**src/rtl/uart_pkg.sv**
```systemverilog
// ----------------------------------------------------------------------------
// uart_pkg
// Shared definitions for the UART transmit frame sequencer:
//   - tx_state_t : frame FSM state encoding
//   - MUX_*      : select codes driven to the downstream output mux
//   - PAR_*      : parity-type codes for PAR_TYP
// ----------------------------------------------------------------------------
package uart_pkg;

    typedef enum logic [2:0] {
        ST_IDLE   = 3'd0,
        ST_START  = 3'd1,
        ST_DATA   = 3'd2,
        ST_PARITY = 3'd3,
        ST_STOP   = 3'd4
    } tx_state_t;

    // Output mux select codes; STOP doubles as the idle (line-high) code.
    localparam logic [1:0] MUX_START = 2'b00;
    localparam logic [1:0] MUX_STOP  = 2'b01;
    localparam logic [1:0] MUX_DATA  = 2'b10;
    localparam logic [1:0] MUX_PAR   = 2'b11;

    localparam logic PAR_EVEN = 1'b0;
    localparam logic PAR_ODD  = 1'b1;

endpackage : uart_pkg

```
**src/rtl/uart_tx_serializer.sv**
```systemverilog
// ----------------------------------------------------------------------------
// uart_tx_serializer
// Holds the accepted payload and walks it out LSB-first, one bit per clock.
//
// Ports:
//   i_clk       in   1           baud clock
//   i_rst_n     in   1           asynchronous reset, active-low
//   i_load      in   1           latch i_data and clear the bit counter
//   i_shift_en  in   1           advance to the next bit (high during DATA)
//   i_data      in   DATA_WIDTH  payload to latch on i_load
//   o_ser_data  out  1           current payload bit (bit[cnt] of latched byte)
//   o_ser_done  out  1           high while the last payload bit is presented
// ----------------------------------------------------------------------------
module uart_tx_serializer
    import uart_pkg::*;
#(
    parameter int DATA_WIDTH = 8
) (
    input  logic                  i_clk,
    input  logic                  i_rst_n,
    input  logic                  i_load,
    input  logic                  i_shift_en,
    input  logic [DATA_WIDTH-1:0] i_data,
    output logic                  o_ser_data,
    output logic                  o_ser_done
);

    localparam int             CW       = $clog2(DATA_WIDTH);
    localparam logic [CW-1:0]  LAST_BIT = CW'(DATA_WIDTH - 1);

    logic [DATA_WIDTH-1:0] r_shift;
    logic [CW-1:0]         r_cnt;

    // A shift register keeps ser_data a direct flop output: bit[cnt] of the
    // latched byte always sits in r_shift[0].
    // NOTE: the payload register is reset too, so ser_data has a defined value
    // out of reset; it is a handful of flops, not a RAM, so the cost is nil.
    always_ff @(posedge i_clk or negedge i_rst_n) begin
        if (!i_rst_n) begin
            r_shift <= '0;
            r_cnt   <= '0;
        end else if (i_load) begin
            r_shift <= i_data;
            r_cnt   <= '0;
        end else if (i_shift_en) begin
            // NOTE: non-blocking assignments so every flop samples the values
            // from before this edge, independent of statement order.
            r_shift <= {1'b0, r_shift[DATA_WIDTH-1:1]};
            // Explicit wrap so non-power-of-two widths also return to 0.
            r_cnt   <= (r_cnt == LAST_BIT) ? '0 : r_cnt + CW'(1);
        end
    end

    assign o_ser_data = r_shift[0];
    // The counter only moves during DATA and sits at 0 otherwise; with
    // DATA_WIDTH >= 2 this compare is true only in the final DATA cycle.
    assign o_ser_done = (r_cnt == LAST_BIT);

endmodule : uart_tx_serializer

```
**src/rtl/uart_tx_ctrl.sv**
```systemverilog
// ----------------------------------------------------------------------------
// uart_tx_ctrl
// Frame sequencer for the UART transmitter. One CLK cycle per UART bit.
// Frame: start, DATA_WIDTH data bits LSB-first, optional parity, stop.
//
// Ports:
//   CLK         in   1           baud clock
//   RST         in   1           asynchronous reset, active-low
//   P_DATA      in   DATA_WIDTH  byte to send, sampled on acceptance
//   Data_Valid  in   1           send request (pulse or held)
//   PAR_EN      in   1           insert parity bit, sampled on acceptance
//   PAR_TYP     in   1           0 even / 1 odd, sampled on acceptance
//   mux_sel     out  2           00 start, 01 stop/idle, 10 data, 11 parity
//   ser_data    out  1           current data bit
//   par_bit     out  1           parity of the latched byte
//   busy        out  1           frame in progress
//
// Build option:
//   UART_TX_STOP2_EN  defined -> two stop bits; requests are accepted only in
//                     the second stop cycle.
// ----------------------------------------------------------------------------
module uart_tx_ctrl
    import uart_pkg::*;
#(
    parameter int DATA_WIDTH = 8
) (
    input  logic                  CLK,
    input  logic                  RST,
    input  logic [DATA_WIDTH-1:0] P_DATA,
    input  logic                  Data_Valid,
    input  logic                  PAR_EN,
    input  logic                  PAR_TYP,
    output logic [1:0]            mux_sel,
    output logic                  ser_data,
    output logic                  par_bit,
    output logic                  busy
);

    tx_state_t r_state;
    tx_state_t w_next_state;

    logic r_par_en;
    logic r_par_bit;
    logic w_accept;
    logic w_stop_last;
    logic w_shift_en;
    logic w_ser_done;

`ifdef UART_TX_STOP2_EN
    // Marks the second of the two stop cycles.
    logic r_stop_second;

    always_ff @(posedge CLK or negedge RST) begin
        if (!RST) begin
            r_stop_second <= 1'b0;
        end else begin
            r_stop_second <= (r_state == ST_STOP) && !r_stop_second;
        end
    end

    assign w_stop_last = (r_state == ST_STOP) && r_stop_second;
`else
    assign w_stop_last = (r_state == ST_STOP);
`endif

    assign w_accept   = Data_Valid && ((r_state == ST_IDLE) || w_stop_last);
    assign w_shift_en = (r_state == ST_DATA);

    uart_tx_serializer #(
        .DATA_WIDTH (DATA_WIDTH)
    ) u_serializer (
        .i_clk      (CLK),
        .i_rst_n    (RST),
        .i_load     (w_accept),
        .i_shift_en (w_shift_en),
        .i_data     (P_DATA),
        .o_ser_data (ser_data),
        .o_ser_done (w_ser_done)
    );

    // State register
    always_ff @(posedge CLK or negedge RST) begin
        if (!RST) begin
            r_state <= ST_IDLE;
        end else begin
            r_state <= w_next_state;
        end
    end

    // Parity settings are captured with the byte so mid-frame input changes
    // cannot affect the frame in flight.
    always_ff @(posedge CLK or negedge RST) begin
        if (!RST) begin
            r_par_en  <= 1'b0;
            r_par_bit <= 1'b0;
        end else if (w_accept) begin
            r_par_en  <= PAR_EN;
            r_par_bit <= (PAR_TYP == PAR_ODD) ? ~(^P_DATA) : (^P_DATA);
        end
    end

    // Next-state logic
    always_comb begin
        // NOTE: default assigned first so every path drives the signal and no
        // latch is inferred.
        w_next_state = r_state;
        case (r_state)
            ST_IDLE:   if (w_accept) w_next_state = ST_START;
            ST_START:  w_next_state = ST_DATA;
            ST_DATA:   if (w_ser_done) w_next_state = r_par_en ? ST_PARITY : ST_STOP;
            ST_PARITY: w_next_state = ST_STOP;
            ST_STOP: begin
                if (w_stop_last) begin
                    // Back-to-back: a request in the final stop cycle skips IDLE.
                    w_next_state = w_accept ? ST_START : ST_IDLE;
                end
            end
            default:   w_next_state = ST_IDLE;
        endcase
    end

    // Outputs decoded from the state register only.
    always_comb begin
        mux_sel = MUX_STOP;
        case (r_state)
            ST_START:  mux_sel = MUX_START;
            ST_DATA:   mux_sel = MUX_DATA;
            ST_PARITY: mux_sel = MUX_PAR;
            default:   mux_sel = MUX_STOP;
        endcase
    end

    assign busy    = (r_state != ST_IDLE);
    assign par_bit = r_par_bit;

endmodule : uart_tx_ctrl

```
**config.mk**
```make
export PLATFORM = sky130hd
export DESIGN_NAME = uart_tx_ctrl
export DESIGN_NICKNAME = d
export VERILOG_FILES = /design/src/rtl/uart_pkg.sv /design/src/rtl/uart_tx_serializer.sv /design/src/rtl/uart_tx_ctrl.sv
export SDC_FILE = /design/constraint.sdc
export NUM_CORES = 1
export LEC_CHECK = 0
export ABC_AREA = 1
export BUFFER_PORTS_ARGS = -buffer_cell sky130_fd_sc_hd__clkbuf_2
export CELL_PAD_IN_SITES_DETAIL_PLACEMENT = 0
export CELL_PAD_IN_SITES_GLOBAL_PLACEMENT = 2
export CORE_MARGIN = 5
export CORE_UTILIZATION = 32
export DETAILED_ROUTE_END_ITERATION = 10
export PLACE_DENSITY = 0.87
export SYNTH_ARGS = -nofsm -noshare
export SYNTH_HDL_FRONTEND = slang
export SYNTH_SLANG_ARGS = --single-unit
```
**constraint.sdc**
```tcl
create_clock -name CLK -period 2.43 [get_ports CLK]
set_input_delay 0.729 -clock CLK [delete_from_list [all_inputs] [get_ports CLK]]
set_output_delay 0.729 -clock CLK [all_outputs]
set_load 0.01 [all_outputs]
```
==> metrics.log <==
[metrics] status: finished, final reports clean
[metrics] standard-cell row count: 19
[metrics] number of max-cap violations: 0
[metrics] fraction of the yosys area taken by sequential cells: a little over two fifths
[metrics] clk_skew: approximately 0.0034 ns
[metrics] average wire length per cell after detail routing: 11.1 um
[metrics] clock edge transition at the registers on the reported setup and hold paths: 0.10 ns
[metrics] endpoint kind of the worst setup timing path: output pin
[metrics] Worst setup SP type: flip-flop
[metrics] growth of design area from synthesis to finish: 14.6%
[metrics] final-report hold violation count: 0
[metrics] cell-internal power: between 0.7 and 0.8 mW
[metrics] maximum number of pins on one net before global-route repair: 17
[metrics] number of nets still failing antenna checks after routing: 0
[metrics] source of the critical timing path: r_state[0]
[metrics] number of buffers between clock root and the deepest sink: 2
[metrics] total iterations of the first detailed-routing run: 4
[metrics] count of fill cells added during filler insertion: around 310
[metrics] leakage power of the design: 0.613 nW
[metrics] arrival time of data at the critical path endpoint: around 1.3 ns
[metrics] setup slack of the most critical reg-to-reg path: approximately 1.0 ns
[metrics] Post-route DRC: 0
[metrics] via count: 808
[metrics] mean area per synthesized cell: between 7 and 8 um^2
[metrics] logic depth of the worst register-to-register path: 5
[metrics] power density over the cells: 1190 nW/um^2
[metrics] EDFF count, synth: 0
[metrics] clock tree from TritonCTS: done
[metrics] Vert. Die Dim: between 60 and 70 um
[metrics] number of instances in the synthesized netlist: 123
[metrics] critical path type: flip-flop to output pin
[metrics] post-synth top area cell: sky130_fd_sc_hd__dfrtp_1
[metrics] CTS sink cnt: 16
[metrics] VDD IR-drop max: between 0.6 and 0.7 mV
[metrics] buffers inserted during post-CTS setup optimization: 0
[metrics] fraction of power consumed by the clock network: a little over an eighth
[metrics] slew at the pin with the worst max-slew slack: ~0.41 ns
[metrics] I/O pin total: 18
[metrics] Worst Setup EP: mux_sel[0]
[metrics] Vias/cell: around 4.7
[metrics] CTS resizes: 0
[metrics] number of distinct library cells after synthesis: 21
[metrics] power spent charging and discharging nets: 0.553 mW
[metrics] final-layout setup total negative slack: 0 ns
[metrics] Most used DFF post-synth: sky130_fd_sc_hd__dfrtp_1
[metrics] RSZ-0062 raised after global routing: no
[metrics] cell at the root of the clock tree: sky130_fd_sc_hd__clkbuf_4
[metrics] proportion of register bits with asynchronous set or reset after synthesis: 100%
[metrics] post-synth top area share: between 40 and 50%
[metrics] first-pass GRT wire length: about 3.5 mm
[metrics] post-synthesis sequential element count: 16
[metrics] initial antenna violation count: 0
[metrics] Placer Congestion: ~0.76
[metrics] Synth Net Count: 138
[metrics] vias in the first global route: ~800
[metrics] final critical delay including setup and external delays: approximately 2.1 ns
[metrics] grt total ovfl: 0
[metrics] fmax: approximately 0.48 GHz
[metrics] Pins Over Slew Limit: 0
[metrics] Die Width: 64.3 um
[metrics] launch instance of the worst register-to-register path: r_state[1]
[metrics] hold-fix buffer count after cts: 0
[metrics] nets: 158
[metrics] cell types with the largest area share after synthesis: sky130_fd_sc_hd__dfrtp_1, sky130_fd_sc_hd__nand2_1, sky130_fd_sc_hd__inv_1
[metrics] worst flop-to-flop path endpoint: u_serializer.r_shift[3]
[metrics] overall routing resource usage: about a tenth
[metrics] share of layout cells above drive strength 1: a little under a quarter
[metrics] worst rel slew slack: 72.8%
[metrics] classification of the worst-slack hold path: input pin to asynchronous set/reset pin
[metrics] 1st-iter DRT viols: between 40 and 50
[metrics] relative contribution of combinational cells to total power: around half
[metrics] count of buffers inserted at the top-level ports: 17
[metrics] # diodes: 0
[metrics] Flop pwr share: approximately 36%
[metrics] total CTS buffers: 3
[metrics] Critical Path RT: between 1.5 and 2 ns
[metrics] count of endpoints failing setup in the final report: 0
[metrics] initial core utilization: 33.9%
[metrics] post-detail-place hpwl: roughly 1.5 mm
[metrics] Post-Syn Area: around 940 um^2
[metrics] source-to-sink clock delay at the later pin of the worst-skew pair: about 0.28 ns
[metrics] fraction of power spent switching nets: 43.1%
[metrics] largest driver fanout on the critical path: 10
[metrics] part of the cycle the worst path needs: roughly 85%
[metrics] Routed Wire Length: 1.92 mm
[metrics] number of levels the H-tree was split into: 1
[metrics] final core utilization: roughly 40%
[metrics] hold slack: around 0.36 ns
[metrics] list of most frequent post-synthesis cells: sky130_fd_sc_hd__nand2_1, sky130_fd_sc_hd__inv_1, sky130_fd_sc_hd__dfrtp_1, sky130_fd_sc_hd__nor2_1, sky130_fd_sc_hd__o21ai_0
[metrics] placeable core region: 2780 um^2
[metrics] die area: a little over 4000 um^2
[metrics] most repeated cell in the gate-level netlist after synthesis: sky130_fd_sc_hd__nand2_1
[metrics] Syn. warnings: 0
==> layout by cell type, fill, tap and decap left out, types with 2 or more instances in the layout <==
master,count
sky130_fd_sc_hd__ha_1,2
sky130_fd_sc_hd__dfrtp_1,16
sky130_fd_sc_hd__clkbuf_4,3
sky130_fd_sc_hd__nor2_1,14
sky130_fd_sc_hd__o21ai_0,9
sky130_fd_sc_hd__a21oi_1,2
sky130_fd_sc_hd__o21ai_1,3
sky130_fd_sc_hd__o22ai_2,3
sky130_fd_sc_hd__inv_1,22
sky130_fd_sc_hd__nand2_1,30
sky130_fd_sc_hd__o21ai_2,4
sky130_fd_sc_hd__clkbuf_2,17
sky130_fd_sc_hd__nand3_1,7
==> kinds of logic after synthesis <==
family          after synthesis  share of synthesized area, %
fa+ha+maj                     2                          2.65
xor+xnor                      1                         0.929
buf+inv                      25                          11.5
simple gates                 56                          25.3
flops                        16                          42.4
compound gates               23                          17.1
==> stage by stage <==
| step | worst slack [ns] | area [um^2] | power [mW] | cells |
|---|---|---|---|---|
| final | 0.356 | 1080 | 1.28 | 173 |
| after detailed placement | 0.667 | 1040 | 1.13 | 169 |
| after CTS | 0.322 | 1080 | 1.30 | 173 |
| after global placement | 0.693 | 1040 | 1.10 | 169 |
| after global routing | 0.195 | 1080 | 1.43 | 173 |
| after floorplan | 0.876 | 943 | 0.982 | 123 |
==> worst max-delay path, stage by stage (launching register included) <==
cell	delay (ns)
sky130_fd_sc_hd__dfrtp_1	0.41
sky130_fd_sc_hd__inv_1	0.09
sky130_fd_sc_hd__nand3_2	0.20
sky130_fd_sc_hd__inv_1	0.18
sky130_fd_sc_hd__nor2_1	0.05
sky130_fd_sc_hd__clkbuf_2	0.13
==> cell type report <==
type	instances	area, um^2	share of cell area, %
sequential	16	400	37.0
tap	31	38.8	3.59
clock buffer	4	36.3	3.36
inverter	23	86.3	7.99
timing repair buffer	17	85.1	7.87
multi-input combinational	82	434	40.2
==> routing by layer <==
| metal | wire (um) | up-vias | GRT usage, % | share of wire [%] |
|---|---|---|---|---|
| met4 | 27 | 0 | 4.58 | 1.4 |
| li1 | - | 425 | - | - |
| met3 | 92 | 2 | 1.93 | 4.8 |
| met1 | 893 | 366 | 12.7 | 47 |
| met2 | 905 | 15 | 18.2 | 47 |
| met5 | 0 | - | 0 | 0 |
==> state kept, by name (all words and copies together), names as in the netlist <==
| signal | cells |
|---|---|
| u_serializer.r_shift | 8 |
| r_state | 3 |
| u_serializer.r_cnt | 3 |
| par_bit | 1 |
| r_par_en | 1 |
==> how the worst min path moves through the flow <==
| stage | from | to | slack (ns) | cells past startpoint |
|---|---|---|---|---|
| 2_1_floorplan | RST | par_bit | 0.43 | 0 |
| 3_3_place_gp | par_bit | par_bit | 0.47 | 2 |
| 3_5_place_dp | par_bit | par_bit | 0.47 | 2 |
| 4_1_cts | RST | r_par_en | 0.36 | 1 |
| 5_1_grt | RST | u_serializer.r_shift[1] | 0.37 | 1 |
| 6_report | RST | u_serializer.r_shift[4] | 0.36 | 1 |
==> power groups by stage <==
| stage | registers (mW) | logic [mW] | clock network [mW] |
|---|---|---|---|
| after floorplan | 0.463 | 0.518 | 0 |
| after global placement | 0.465 | 0.636 | 0 |
| after detailed placement | 0.471 | 0.654 | 0 |
| after CTS | 0.466 | 0.656 | 0.182 |
| after global routing | 0.483 | 0.752 | 0.198 |
| final | 0.466 | 0.644 | 0.173 |
Note: power is estimated with default switching activity, not from simulation.
